==> config.mk <==
export PLATFORM = sky130hd
export DESIGN_NAME = emergency_preempt_ctrl
export DESIGN_NICKNAME = d
export VERILOG_FILES = /design/src/rtl/emergency_preempt_ctrl.sv
export SDC_FILE = /design/constraint.sdc
export NUM_CORES = 1
export LEC_CHECK = 0
export BUFFER_PORTS_ARGS = -buffer_cell sky130_fd_sc_hd__buf_4
export CORE_ASPECT_RATIO = 2
export CORE_MARGIN = 8
export CORE_UTILIZATION = 50
export CTS_BUF_LIST = sky130_fd_sc_hd__clkbuf_2
export CTS_CLUSTER_DIAMETER = 50
export DETAILED_ROUTE_END_ITERATION = 12
export HOLD_SLACK_MARGIN = 0.03
export PLACE_DENSITY = 0.75
export SYNTH_ARGS = -nofsm -noshare
export SYNTH_HDL_FRONTEND = slang
export SYNTH_SLANG_ARGS = --single-unit
export TNS_END_PERCENT = 100
==> constraint.sdc <==
create_clock -name clock -period 5 [get_ports clock]
set_input_delay 0.75 -clock clock [delete_from_list [all_inputs] [get_ports clock]]
set_output_delay 0.75 -clock clock [all_outputs]
set_load 0.005 [all_outputs]
==> src/rtl/emergency_preempt_ctrl.sv <==
// Emergency-vehicle pre-emption conditioner: synchronizes and debounces the NS/EW
// detectors, then drives one registered emergency level with min/max hold and cooldown.
//
// state       | meaning
// ------------+----------------------------------------------------------
// ST_IDLE     | no request seen; waiting for either synchronized detector
// ST_ARM      | debouncing the latched direction's request
// ST_PREEMPT  | emergency asserted; hold counter runs up to HOLD_MAX
// ST_COOLDOWN | emergency released; all requests ignored for COOLDOWN cycles
module emergency_preempt_ctrl #(
    parameter int DEBOUNCE = 4,
    parameter int HOLD_MIN = 16,
    parameter int HOLD_MAX = 255,
    parameter int COOLDOWN = 8,
    parameter int COUNT_W  = 8
) (
    input  logic               clock,
    input  logic               reset_n,
    input  logic               req_ns,
    input  logic               req_ew,
    output logic               emergency,
    output logic               dir_ew,
    output logic               busy,
    output logic               fault,
    output logic [COUNT_W-1:0] preempt_count
);

    localparam int CNT_W  = $clog2(DEBOUNCE + 1);
    localparam int HOLD_W = $clog2(HOLD_MAX + 1);
    localparam int CD_W   = $clog2(COOLDOWN + 1);

    typedef enum logic [1:0] {
        ST_IDLE     = 2'd0,
        ST_ARM      = 2'd1,
        ST_PREEMPT  = 2'd2,
        ST_COOLDOWN = 2'd3
    } state_t;

    state_t             r_state;
    state_t             w_state_nxt;
    logic               r_ns_meta;
    logic               r_ns_sync;
    logic               r_ew_meta;
    logic               r_ew_sync;
    logic [CNT_W-1:0]   r_cnt;
    logic [CNT_W-1:0]   w_cnt_nxt;
    logic [HOLD_W-1:0]  r_hold;
    logic [HOLD_W-1:0]  w_hold_nxt;
    logic [CD_W-1:0]    r_cd;
    logic [CD_W-1:0]    w_cd_nxt;
    logic               r_dir_ew;
    logic               w_dir_nxt;
    logic [COUNT_W-1:0] r_count;
    logic [COUNT_W-1:0] w_count_nxt;
    logic               r_fault;
    logic               w_fault_nxt;
    logic               r_emergency;
    logic               r_busy;
    logic               w_req_sel;

    always_ff @(posedge clock or negedge reset_n) begin
        if (!reset_n) begin
            r_ns_meta <= 1'b0;
            r_ns_sync <= 1'b0;
            r_ew_meta <= 1'b0;
            r_ew_sync <= 1'b0;
        end else begin
            r_ns_meta <= req_ns;
            r_ns_sync <= r_ns_meta;
            r_ew_meta <= req_ew;
            r_ew_sync <= r_ew_meta;
        end
    end

    // Once a direction is latched only that detector can keep the sequence alive.
    assign w_req_sel = r_dir_ew ? r_ew_sync : r_ns_sync;

    always_ff @(posedge clock or negedge reset_n) begin
        if (!reset_n) begin
            r_state     <= ST_IDLE;
            r_cnt       <= '0;
            r_hold      <= '0;
            r_cd        <= '0;
            r_dir_ew    <= 1'b0;
            r_count     <= '0;
            r_fault     <= 1'b0;
            r_emergency <= 1'b0;
            r_busy      <= 1'b0;
        end else begin
            r_state     <= w_state_nxt;
            r_cnt       <= w_cnt_nxt;
            r_hold      <= w_hold_nxt;
            r_cd        <= w_cd_nxt;
            r_dir_ew    <= w_dir_nxt;
            r_count     <= w_count_nxt;
            r_fault     <= w_fault_nxt;
            r_emergency <= (w_state_nxt == ST_PREEMPT);
            r_busy      <= (w_state_nxt != ST_IDLE);
        end
    end

    always_comb begin
        w_state_nxt = r_state;
        w_cnt_nxt   = r_cnt;
        w_hold_nxt  = r_hold;
        w_cd_nxt    = r_cd;
        w_dir_nxt   = r_dir_ew;
        w_count_nxt = r_count;
        w_fault_nxt = r_fault;
        case (r_state)
            ST_IDLE: begin
                if (r_ns_sync || r_ew_sync) begin
                    w_state_nxt = ST_ARM;
                    w_cnt_nxt   = CNT_W'(1);
                    w_dir_nxt   = !r_ns_sync && r_ew_sync;
                end
            end
            ST_ARM: begin
                if (!w_req_sel) begin
                    w_state_nxt = ST_IDLE;
                end else if (r_cnt == CNT_W'(DEBOUNCE)) begin
                    w_state_nxt = ST_PREEMPT;
                    w_hold_nxt  = HOLD_W'(1);
                    if (r_count != '1) begin
                        w_count_nxt = r_count + COUNT_W'(1);
                    end
                end else begin
                    w_cnt_nxt = r_cnt + CNT_W'(1);
                end
            end
            ST_PREEMPT: begin
                // The stuck-sensor timeout wins over a normal release on the same edge.
                if (r_hold == HOLD_W'(HOLD_MAX)) begin
                    w_state_nxt = ST_COOLDOWN;
                    w_fault_nxt = 1'b1;
                    w_cd_nxt    = CD_W'(COOLDOWN - 1);
                end else if ((r_hold >= HOLD_W'(HOLD_MIN)) && !w_req_sel) begin
                    w_state_nxt = ST_COOLDOWN;
                    w_cd_nxt    = CD_W'(COOLDOWN - 1);
                end else begin
                    w_hold_nxt = r_hold + HOLD_W'(1);
                end
            end
            ST_COOLDOWN: begin
                if (r_cd == '0) begin
                    w_state_nxt = ST_IDLE;
                end else begin
                    w_cd_nxt = r_cd - CD_W'(1);
                end
            end
            default: begin
                w_state_nxt = ST_IDLE;
            end
        endcase
    end

    assign emergency     = r_emergency;
    assign busy          = r_busy;
    assign dir_ew        = r_dir_ew;
    assign fault         = r_fault;
    assign preempt_count = r_count;

endmodule

; Word-level counts from Yosys, hierarchy flattened
; Cells that the tools add are included.
[op_classes]
bitwise = 0
n_reduce_logical = 17
n_mux = 21
magnitude_cmp = 1
shifts = 0
div_mod_pow = 0
eq_ne = 15
addsub = 4
multipliers = 0
[op_table]
columns = cell, n
row1 = two-way mux 8 bit, 4
row2 = adder 8 x 1 -> 8 bit (second input constant), 2
row3 = case mux 8 bit (2 select lines), 1
row4 = inequality test 2 bit (second input constant), 7
row5 = two-way mux 2 bit, 6
row6 = two-way mux 4 bit, 3
row7 = two-way mux 3 bit, 3
row8 = equality test 8 bit (second input constant), 1
row9 = >= comparator 8 x 5 -> 1 bit (second input constant), 1
row10 = inequality test 8 bit (second input constant), 1
row11 = case mux 2 bit (4 select lines), 1
row12 = case mux 4 bit (2 select lines), 1
row13 = AND reduction 4 bit, 2
row14 = nonzero test 2 bit, 4
row15 = equality test 2 bit (second input constant), 3
row16 = case mux 3 bit (2 select lines), 1
row17 = AND reduction 5 bit, 1
row18 = zero test 4 bit, 1
row19 = AND reduction 2 bit, 2
row20 = subtractor 4 x 1 -> 4 bit (second input constant), 1
row21 = adder 3 x 1 -> 3 bit (second input constant), 1
row22 = equality test 3 bit (second input constant), 1
row23 = inequality test 3 bit (second input constant), 1
row24 = AND reduction 3 bit, 1
row25 = 6 further kinds, 8
[totals]
output_inout_bits = 12
mem_bits_rw = 0
memories = 0
regBits = 33
latchBits = 0
wordCells = 71
rom_bits = 0

; Longest topological paths before layout
; Gate-level depths: netlist of run 1.
[logic_depth]
ltp_word = 7
depth_mapped = 8
mapped_depth_nobuf = 8

; Worst setup path before layout of run 1
; OpenSTA, ideal clock, no wires.
[synth_path]
path_kind = register to register
startpoint = register r_cnt[0]
endpoint = register r_count[5] (netlist: preempt_count[5])
t_required_ns = 4.921
slack_ns = 3.171
arrival_time_ns = 1.750
stages_incl_launch_ff = 9
synth_period_minus_slack_ns = 1.829
path_buffers = 0
path_cell_list = dfrtp_1 > inv_1 > ha_1 > nand2_1 > nor4_4 > o21a_1 > nand4_1 > nor2_1 > xor2_1
[synth_via]
elab_chain_cells = 2
[synth_lines]
columns = item, line_no
row1 = "start, declared", 45  ; logic [CNT_W-1:0] r_cnt;
row2 = "start signal, assigned", 91  ; r_cnt <= w_cnt_nxt;
row3 = equality test 3 bit, 121  ; end else if (r_cnt == CNT_W'(DEBOUNCE)) begin
row4 = AND reduction 4 bit (no source line), -
row5 = "end signal, assigned", 95  ; r_count <= w_count_nxt;
row6 = "end, declared", 53  ; logic [COUNT_W-1:0] r_count;
; No other way between the ends.
; A chain may end at the register's enable or synchronous reset.

; Worst setup path after layout of run 1
; Ends and elaborated chain as after synthesis.

==> results of run 1 <==
-- metal layers --
| layer | up-vias | share of wire | global-route usage |
|---|---|---|---|
| li1 | 582 | - | - |
| met1 | 605 | 0.36 | 0.110 |
| met2 | 25 | 0.58 | 0.246 |
| met3 | 6 | 0.040 | 0.0393 |
| met4 | 0 | 0.021 | 0.0847 |
| met5 | - | 0 | 0 |
-- final timing paths --
kind,to,slack (ps),depth (start not counted)
setup reg to reg,preempt_count[5]$_DFFE_PN0P_,2770,8
hold reg to reg,r_ns_sync$_DFF_PN0_,370,0
hold / removal,r_cnt[2]$_DFFE_PN0P_,270,1
setup / recovery,preempt_count[5]$_DFFE_PN0P_,2770,8
max in group asynchronous,preempt_count[2]$_DFFE_PN0P_,4420,1
min in group clock,r_ns_sync$_DFF_PN0_,370,0
-- cell type report --
cell class                 instances  area (um2)
sequential                        33         826
timing repair buffer              15         113
tap                               31        38.8
clock buffer                       8        40.0
inverter                          11        41.3
fill                             266        1320
multi-input combinational        110         744
-- sequential cells by signal, summed over array words and instances, names as in the netlist --
name and cells:
preempt_count 8, r_hold 8, r_cd 4, r_cnt 3, r_state 2, busy 1, dir_ew 1, emergency 1
fault 1, r_ew_meta 1, r_ew_sync 1, r_ns_meta 1, r_ns_sync 1
-- logic make-up after synthesis --
family	Yosys count	synth area share
simple gates	54	0.170
compound gates	33	0.144
flops	33	0.509
xor+xnor	13	0.0702
buf+inv	13	0.0316
fa+ha+maj	6	0.0463
mux	4	0.0285
-- synth_stat cells, types with 2 or more instances --
| cell | number |
|---|---|
| dfrtp_1 | 33 |
| o211ai_1 | 2 |
| o21ai_0 | 7 |
| xnor2_1 | 8 |
| nand2_1 | 13 |
| and2b_1 | 3 |
| o22ai_1 | 2 |
| xor2_1 | 5 |
| inv_1 | 10 |
| buf_2 | 2 |
| nand3_1 | 4 |
| nor3_1 | 6 |
| nand4_1 | 4 |
| nor2_1 | 16 |
| ha_1 | 6 |
| a21oi_1 | 10 |
| o21a_1 | 2 |
| and3_1 | 2 |
| mux2_2 | 2 |
-- where the power goes --
part           internal (uW)  switching (uW)  leakage, uW
Combinational           80.6            97.6     0.000403
Sequential               305            45.2     0.000437
Clock                   41.3            85.5    0.0000332
-- through the flow --
step           setup WS, ps   util
3_3_place_gp           2870  0.565
4_1_cts                2760  0.578
3_5_place_dp           2800  0.565
6_report               2770  0.578
2_1_floorplan          3170      -
5_1_grt                2570  0.578
==> qor.yml, run 1 <==
worst_setup_path:
  cp_top_family: "simple AND/OR/NAND/NOR gates"
  cp.arrival_ps: 2530
  path_buf_inv: 1
  path_cells: "inv_1 -> ha_1 -> nand2_1 -> nor4_4 -> o21a_1 -> nand4_1 -> nor2_1 -> xor2_1"
  slowest_stage: "nor4_4"
  crit_fanout: 9
  startpoint: "r_cnt[0]$_DFFE_PN0P_"
  start_kind: "flip-flop"
  crit_type: "reg2reg"
  r2r_start: "r_cnt[0]$_DFFE_PN0P_"
  cpPeakStageDelay_ps: 470
  endpoint_kind: "flip-flop"
  worstPathRequired_ps: 5300
floorplan:
  die_h_um: 96.5
  core_um2: 3120
  die_area_um2: 5430
  initial_core_util: 0.520
  rows: 29
  io_pins: 16
  die_w_um: 56.3
finish:
  drive_gt1_frac: 0.181
  final_common_cell: "dfrtp_1"
  layout.nets: 186
  mostFrequentLayoutCells: "dfrtp_1, nor2_1, buf_4"
  diodes: 0
  synthToLayoutAreaGrowth_pct: 11.2
  final_area_um2: 1800
  fin_cells: 208
global_route:
  antenna_found_initial: 0
  grt_pass1_vias: 1349
  grt_pass1_wl_um: 5620
  grt_max_degree: 34
  grtUsageTotal: 0.129
  overflow: 0
power:
  peakVddDrop_mv: 0.255
  total_leakage_power_uw: 0.000874
  total_power_uw: 656
  p_per_area_nw_per_um2: 364
route:
  postRouteAntennaNets: 0
  vias: 1218
  wl_per_cell_um: 15.6
  first_pass_iters: 4
  drt_iter0_drc: 37
  drt_wl_total_um: 3250
  drc: 0
  vias_per_cell: 5.86
min_path:
  hold_class: "in2async"
clock_network:
  clk_latency_ps: 380
  cts_buffer_depth: 2
  htreeDepth: 2
  cts.sinks: 33
  postCtsHoldBufs: 0
  clockRootBuffer: "clkbuf_2"
  tritoncts: "yes"
  cts_buffers: 5
  cts.clk_slew.worst_paths_ps: 170
  post_cts_resized: 0
  post-cts-setup-buffers: 0
synth:
  synth_edf_count: 0
  synth.area.top_cells: "dfrtp_1, ha_1, xnor2_1"
  yosys.area.top_type_share: 0.509
  syn_area_per_cell_um2: 10.4
  syn_nets: 166
  synthArstFlopShare: 1.00
  ys_warn_count: 0
  ys_ff_latch: 33
  yosysTopAreaCell: "dfrtp_1"
  ys.flop_type: "dfrtp_1"
  synthCells: 156
  syn-cell-area_um2: 1620
  yosysUniqueCellTypes: 38
  seq_area_frac_synth: 0.509
sta:
  setup_tns_ps: 0
  tightest_slew_ps: 633
  max-slew-margin-rel: 0.575
  hold_viol: 0
  fin_skew_ps: 19.7
  hold_ws_ps: 268
  final-setup-viol-count: 0
  period_needed_ps: 2230
  fin_crit_sh: 0.446
  drv_slew: 0
  rsz0062_at_grt: "false"
  fmax_mhz: 449
place:
  dp_hpwl_um: 2460
  gp_congestion: 0.805
  port_buffers: 15
  place_area_um2: 1760
  place_inst: 200
outcome:
  status: "complete, no violations"
flow_run:
  drv_cap: 0
(Power assumes the default switching activity.)
==> inputs of run 2 (changes only) <==
--- a/config.mk
+++ b/config.mk
@@ -13,7 +13,7 @@
 export CTS_CLUSTER_DIAMETER = 50
 export DETAILED_ROUTE_END_ITERATION = 12
 export HOLD_SLACK_MARGIN = 0.03
-export PLACE_DENSITY = 0.75
+export PLACE_DENSITY = 0.78
 export SYNTH_ARGS = -nofsm -noshare
 export SYNTH_HDL_FRONTEND = slang
 export SYNTH_SLANG_ARGS = --single-unit
==> constraint.sdc (replaced) <==
create_clock -name clock -period 1.9 [get_ports clock]
set_input_delay 0.285 -clock clock [delete_from_list [all_inputs] [get_ports clock]]
set_output_delay 0.285 -clock clock [all_outputs]
set_load 0.005 [all_outputs]
==> qor.yml, run 2 (synthesis results as in run 1) <==
flow_run:
  drv_cap: 0  # unchanged
global_route:
  grt_max_degree: 34  # unchanged
  overflow: 0  # unchanged
  grt_pass1_vias: 1414  # was 1349
  grt_pass1_wl_um: 6390  # was 5620 um
  antenna_found_initial: 0  # unchanged
  grtUsageTotal: 0.148  # was 0.129
outcome:
  violations: "negative setup slack"
  status: "complete, but fails checks"  # was complete, no violations
worst_setup_path:
  slowest_stage: "dfrtp_1"  # was nor4_4
  crit_fanout: 7  # was 9
  endpoint_kind: "flip-flop"  # unchanged
  path_cells: "nand4_1 -> nor3_2 -> buf_4 -> a2111oi_4 -> buf_4 -> o21ai_0 -> inv_1 -> o21ai_0"  # was inv_1 -> ha_1 -> nand2_1 -> nor4_4 -> o21a_1 -> nand4_1 -> nor2_1 -> xor2_1
  cpPeakStageDelay_ps: 460  # was 470 ps
  cp.arrival_ps: 2210  # was 2530 ps
  reg2reg_depth: 8  # unchanged
  start_kind: "flip-flop"  # unchanged
  crit_type: "reg2reg"  # unchanged
  worstPathRequired_ps: 2200  # was 5300 ps
power:
  total_leakage_power_uw: 0.000972  # was 0.000874 uW
  total_power_uw: 1890  # was 656 uW
  p_seq_frac: 0.474  # was 0.535
  p_sw_uw: 673  # was 228 uW
  p_sw_frac: 0.356  # was 0.348
  p_per_area_nw_per_um2: 949  # was 364 nW/um2
  combinationalPowerShare: 0.358  # was 0.272
  clockPowerShare: 0.168  # was 0.193
  peakVddDrop_mv: 0.707  # was 0.255 mV
  p_int_uw: 1220  # was 427 uW
clock_network:
  tritoncts: "yes"  # unchanged
  clockRootBuffer: "clkbuf_2"  # unchanged
  cts_buffer_depth: 2  # unchanged
  htreeDepth: 2  # unchanged
  cts.sinks: 33  # unchanged
  cts.clk_slew.worst_paths_ps: 170  # about the same
  cts_buffers: 5  # unchanged
  clk_latency_ps: 390  # was 380 ps
sta:
  setup_slack_ps: -7.31  # was 2770 ps
  fmax_mhz: 524  # was 449 MHz
  fin_crit_sh: 1.00  # was 0.446
  rsz0062_at_grt: "true"  # was false
  hold_ws_ps: 337  # was 268 ps
  period_needed_ps: 1910  # was 2230 ps
  tightest_slew_ps: 420  # was 633 ps
  final-setup-viol-count: 1  # was 0
  hold_viol: 0  # unchanged
  drv_slew: 0  # unchanged
  max-slew-margin-rel: 0.720  # was 0.575
  fin_skew_ps: 19.2  # was 19.7 ps
floorplan:
  io_pins: 16  # unchanged
  die_area_um2: 5430  # unchanged
  die_h_um: 96.5  # unchanged
  die_w_um: 56.3  # unchanged
  core_um2: 3120  # unchanged
  rows: 29  # unchanged
  initial_core_util: 0.520  # unchanged
finish:
  layout.nets: 206  # was 186
  drive_gt1_frac: 0.284  # was 0.181
  n_fill_cell: 260  # was 266
  mostFrequentLayoutCells: "dfrtp_1, buf_4, nor2_1"  # was dfrtp_1, nor2_1, buf_4
  diodes: 0  # unchanged
  synthToLayoutAreaGrowth_pct: 22.9  # was 11.2%
route:
  drt_wl_total_um: 3850  # was 3250 um
  drc: 0  # unchanged
  drt_iter0_drc: 60  # was 37
  first_pass_iters: 4  # unchanged
  vias: 1342  # was 1218
  vias_per_cell: 5.89  # was 5.86
  wl_per_cell_um: 16.9  # was 15.6 um
  postRouteAntennaNets: 0  # unchanged
place:
  dp_hpwl_um: 2730  # was 2460 um
  gp_congestion: 0.857  # was 0.805
  port_buffers: 15  # unchanged
min_path:
  hold_class: "in2async"  # unchanged
## run 2: worst paths after layout
path	start	end	slack, ps
max	r_hold[3]$_DFFE_PN0P_	r_hold[1]$_DFFE_PN0P_	-7
max in group asynchronous	reset_n	r_hold[0]$_DFFE_PN0P_	1230
max reg2reg	r_hold[3]$_DFFE_PN0P_	r_hold[1]$_DFFE_PN0P_	-7
min reg2reg	r_ns_meta$_DFF_PN0_	r_ns_sync$_DFF_PN0_	370
min	reset_n	dir_ew$_DFFE_PN0P_	340
min in group clock	r_ns_meta$_DFF_PN0_	r_ns_sync$_DFF_PN0_	370
## run 2: routing by layer
metal / vias to the layer above / global-route usage / share of wire
met3: 8 / 0.0445 / 0.038
met4: 0 / 0.0907 / 0.028
li1: 625 / - / -
met2: 36 / 0.281 / 0.59
met5: - / 0 / 0
met1: 673 / 0.133 / 0.35
## run 2: through the flow
step / instances / TNS [ps] / setup slack (ps) / util / area [um2]
after floorplan: 156 / 0 / 71.2 / - / 1620
after detailed placement: 209 / -14.1 / -14.1 / 0.587 / 1830
after global routing: 228 / -404 / -89.0 / 0.639 / 1990
after global placement: 209 / 0 / 64.2 / 0.587 / 1830
after CTS: 222 / 0 / 6.82 / 0.616 / 1920
final: 228 / -7.31 / -7.31 / 0.639 / 1990
## run 2: layout make-up
type	count	area (um2)	share of cell area
Timing Repair Buffer	35	270	0.136
Tap cell	31	38.8	0.0195
Multi-Input combinational cell	110	778	0.390
Sequential cell	33	827	0.415
Clock buffer	5	25.0	0.0126
Inverter	11	41.3	0.0207
Clock inverter	3	12.5	0.00628
## run 2: worst max-delay path, delay by kind of cell (launching register included)
kind	cells	cell delay, ps
flip-flops	1	460
AO/OA/AOI/OAI	3	430
AND/OR/NAND/NOR	2	490
buffers and inverters	3	430
## run 2: power groups by stage
stage	combinational (uW)	clock, uW	sequential [uW]
after CTS	604	326	891
after detailed placement	587	0	901
after floorplan	347	0	891
after global placement	549	0	889
after global routing	747	354	911
final	677	318	896
## run 2: what timing repair did
action / 4_1_cts / 5_1_grt
pin swaps: 2 / 5
gates resized for setup: 1 / 11
endpoints found under the hold margin: 35 / 0
setup endpoints to repair: 6 / 19
setup buffers: 2 / 6
hold buffers: 3 / 0
==> inputs of run 3 (changes only) <==
--- a/config.mk
+++ b/config.mk
@@ -9,11 +9,11 @@
 export CORE_ASPECT_RATIO = 2
 export CORE_MARGIN = 8
 export CORE_UTILIZATION = 50
-export CTS_BUF_LIST = sky130_fd_sc_hd__clkbuf_2
 export CTS_CLUSTER_DIAMETER = 50
 export DETAILED_ROUTE_END_ITERATION = 12
 export HOLD_SLACK_MARGIN = 0.03
-export PLACE_DENSITY = 0.78
+export PLACE_DENSITY = 0.74
+export SKIP_CTS_REPAIR_TIMING = 1
 export SYNTH_ARGS = -nofsm -noshare
 export SYNTH_HDL_FRONTEND = slang
 export SYNTH_SLANG_ARGS = --single-unit
==> qor.yml, run 3 (synthesis results as in run 1) <==
outcome:
  status: "complete, no violations"  # was complete, but fails checks
route:
  drt_iter0_drc: 29  # was 60
  drt_wl_total_um: 3430  # was 3850 um
  vias_per_cell: 5.83  # was 5.89
  postRouteAntennaNets: 0  # unchanged
  drc: 0  # unchanged
  first_pass_iters: 6  # was 4
  vias: 1301  # was 1342
  wl_per_cell_um: 15.4  # was 16.9 um
floorplan:
  io_pins: 16  # unchanged
  die_h_um: 96.5  # unchanged
  die_area_um2: 5430  # unchanged
  core_um2: 3120  # unchanged
  rows: 29  # unchanged
  die_w_um: 56.3  # unchanged
  initial_core_util: 0.520  # unchanged
clock_network:
  cts.clk_slew.worst_paths_ps: 70  # was 170 ps
  cts.sinks: 33  # unchanged
  clk_latency_ps: 280  # was 390 ps
  cts_buffers: 5  # unchanged
  tritoncts: "yes"  # unchanged
  htreeDepth: 2  # unchanged
  clockRootBuffer: "clkbuf_8"  # was clkbuf_2
  cts_buffer_depth: 2  # unchanged
worst_setup_path:
  endpoint_kind: "flip-flop"  # unchanged
  cpPeakStageDelay_ps: 420  # was 460 ps
  path_cells: "mux2i_4 -> buf_12 -> a2111oi_4 -> buf_4 -> o21ai_0 -> or2_2"  # was nand4_1 -> nor3_2 -> buf_4 -> a2111oi_4 -> buf_4 -> o21ai_0 -> inv_1 -> o21ai_0
  reg2reg_depth: 6  # was 8
  worstPathRequired_ps: 2060  # was 2200 ps
  crit_type: "reg2reg"  # unchanged
  slowest_stage: "dfrtp_1"  # unchanged
  reg2reg_to: "busy$_DFF_PN0_"  # was r_hold[1]$_DFFE_PN0P_
  cp.arrival_ps: 1990  # was 2210 ps
  start_kind: "flip-flop"  # unchanged
  cp-endpoint: "busy$_DFF_PN0_"  # was r_hold[1]$_DFFE_PN0P_
  startpoint: "dir_ew$_DFFE_PN0P_"  # was r_hold[3]$_DFFE_PN0P_
  r2r_slack_ps: 70  # was -7 ps
  r2r_start: "dir_ew$_DFFE_PN0P_"  # was r_hold[3]$_DFFE_PN0P_
  crit_fanout: 7  # unchanged
place:
  gp_congestion: 0.882  # was 0.857
  post-place-ws_ps: 21.4  # was -14.1 ps
  place_area_um2: 1850  # was 1830 um2
  port_buffers: 15  # unchanged
  dp_hpwl_um: 2550  # was 2730 um
sta:
  drv_slew: 0  # unchanged
  rsz0062_at_grt: "true"  # unchanged
  final-setup-viol-count: 0  # was 1
  tightest_slew_ps: 413  # was 420 ps
  fin_skew_ps: 3.84  # was 19.2 ps
  fmax_mhz: 548  # was 524 MHz
  period_needed_ps: 1830  # was 1910 ps
  fin_crit_sh: 0.961  # was 1.00
  setup_slack_ps: 73.7  # was -7.31 ps
  hold_ws_ps: 108  # was 337 ps
  hold_viol: 0  # unchanged
  max-slew-margin-rel: 0.725  # was 0.720
power:
  total_leakage_power_uw: 0.000968  # was 0.000972 uW
  p_per_area_nw_per_um2: 1020  # was 949 nW/um2
  peakVddDrop_mv: 0.614  # was 0.707 mV
global_route:
  grt_pass1_wl_um: 5910  # was 6390 um
  grt_max_degree: 34  # unchanged
  grt_pass1_vias: 1371  # was 1414
  antenna_found_initial: 0  # unchanged
  overflow: 0  # unchanged
  grtUsageTotal: 0.133  # was 0.148
finish:
  layout.nets: 201  # was 206
  synthToLayoutAreaGrowth_pct: 23.4  # was 22.9%
  final_area_um2: 2000  # was 1990 um2
  diodes: 0  # unchanged
  final_common_cell: "dfrtp_1"
  drive_gt1_frac: 0.255  # was 0.284
  final_util: 0.641  # was 0.639
  mostFrequentLayoutCells: "dfrtp_1, buf_4, nor2_1"  # unchanged
min_path:
  hold_class: "in2reg"  # was in2async
flow_run:
  drv_cap: 0  # unchanged
## run 3: cell count changes in the layout (fill, tap and decap cells not counted), moves of 2 or more
cell           previous run  this run
buf_4                    32        27
clkbuf_2                  5         0
clkbuf_8                  0         5
clkinv_1                  2         0
dlygate4sd3_1             3         1
ha_1                      4         6
ha_2                      2         0
inv_1                     8        10
inv_2                     3         1
## run 3: worst min-delay path by stage
stage	start	end	slack [ps]	depth (start not counted)
3_5_place_dp	reset_n	r_cnt[2]$_DFFE_PN0P_	250	1
6_report	req_ew	r_ew_meta$_DFF_PN0_	110	1
2_1_floorplan	reset_n	busy$_DFF_PN0_	-10	0
5_1_grt	req_ns	r_ns_meta$_DFF_PN0_	100	1
3_3_place_gp	reset_n	r_cd[3]$_DFFE_PN0P_	240	1
4_1_cts	reset_n	r_cnt[1]$_DFFE_PN0P_	-60	1
## run 3: power by group
| group | switching (uW) | total (uW) | internal (uW) |
|---|---|---|---|
| registers | 82.2 | 887 | 805 |
| clock network | 245 | 499 | 254 |
| logic | 335 | 651 | 316 |
| total | 663 | 2040 | 1370 |
## run 3: cell type report
class	instances	area, um2
clock buffer	6	72.6
clock inverter	2	10.0
fill	266	1120
inverter	11	41.3
multi-input combinational	110	768
sequential	33	826
tap	31	38.8
timing repair buffer	30	244
## run 3: worst max-delay path: cells and delay by family, from the launching register on
family                 cells  cell delay (ps)
AOI/OAI and AO/OA          2              440
buffers and inverters      2              330
DFF                        1              420
muxes                      1              230
and+or+nand+nor            1              290
## run 3: per-stage QoR
stage          total power, uW  TNS (ps)  std cells
6_report                  2040         0        223
3_5_place_dp              1490         0        212
4_1_cts                   2000         0        220
3_3_place_gp              1450         0        212
2_1_floorplan             1240         0        156
5_1_grt                   2160      -142        223
## run 3: routing by layer
metal  GRT usage  up-vias  share of wire
met5           0        -              0
met4      0.0806        0          0.032
met2       0.257       37           0.55
li1            -      609              -
met3      0.0380       13          0.043
met1       0.116      642           0.37
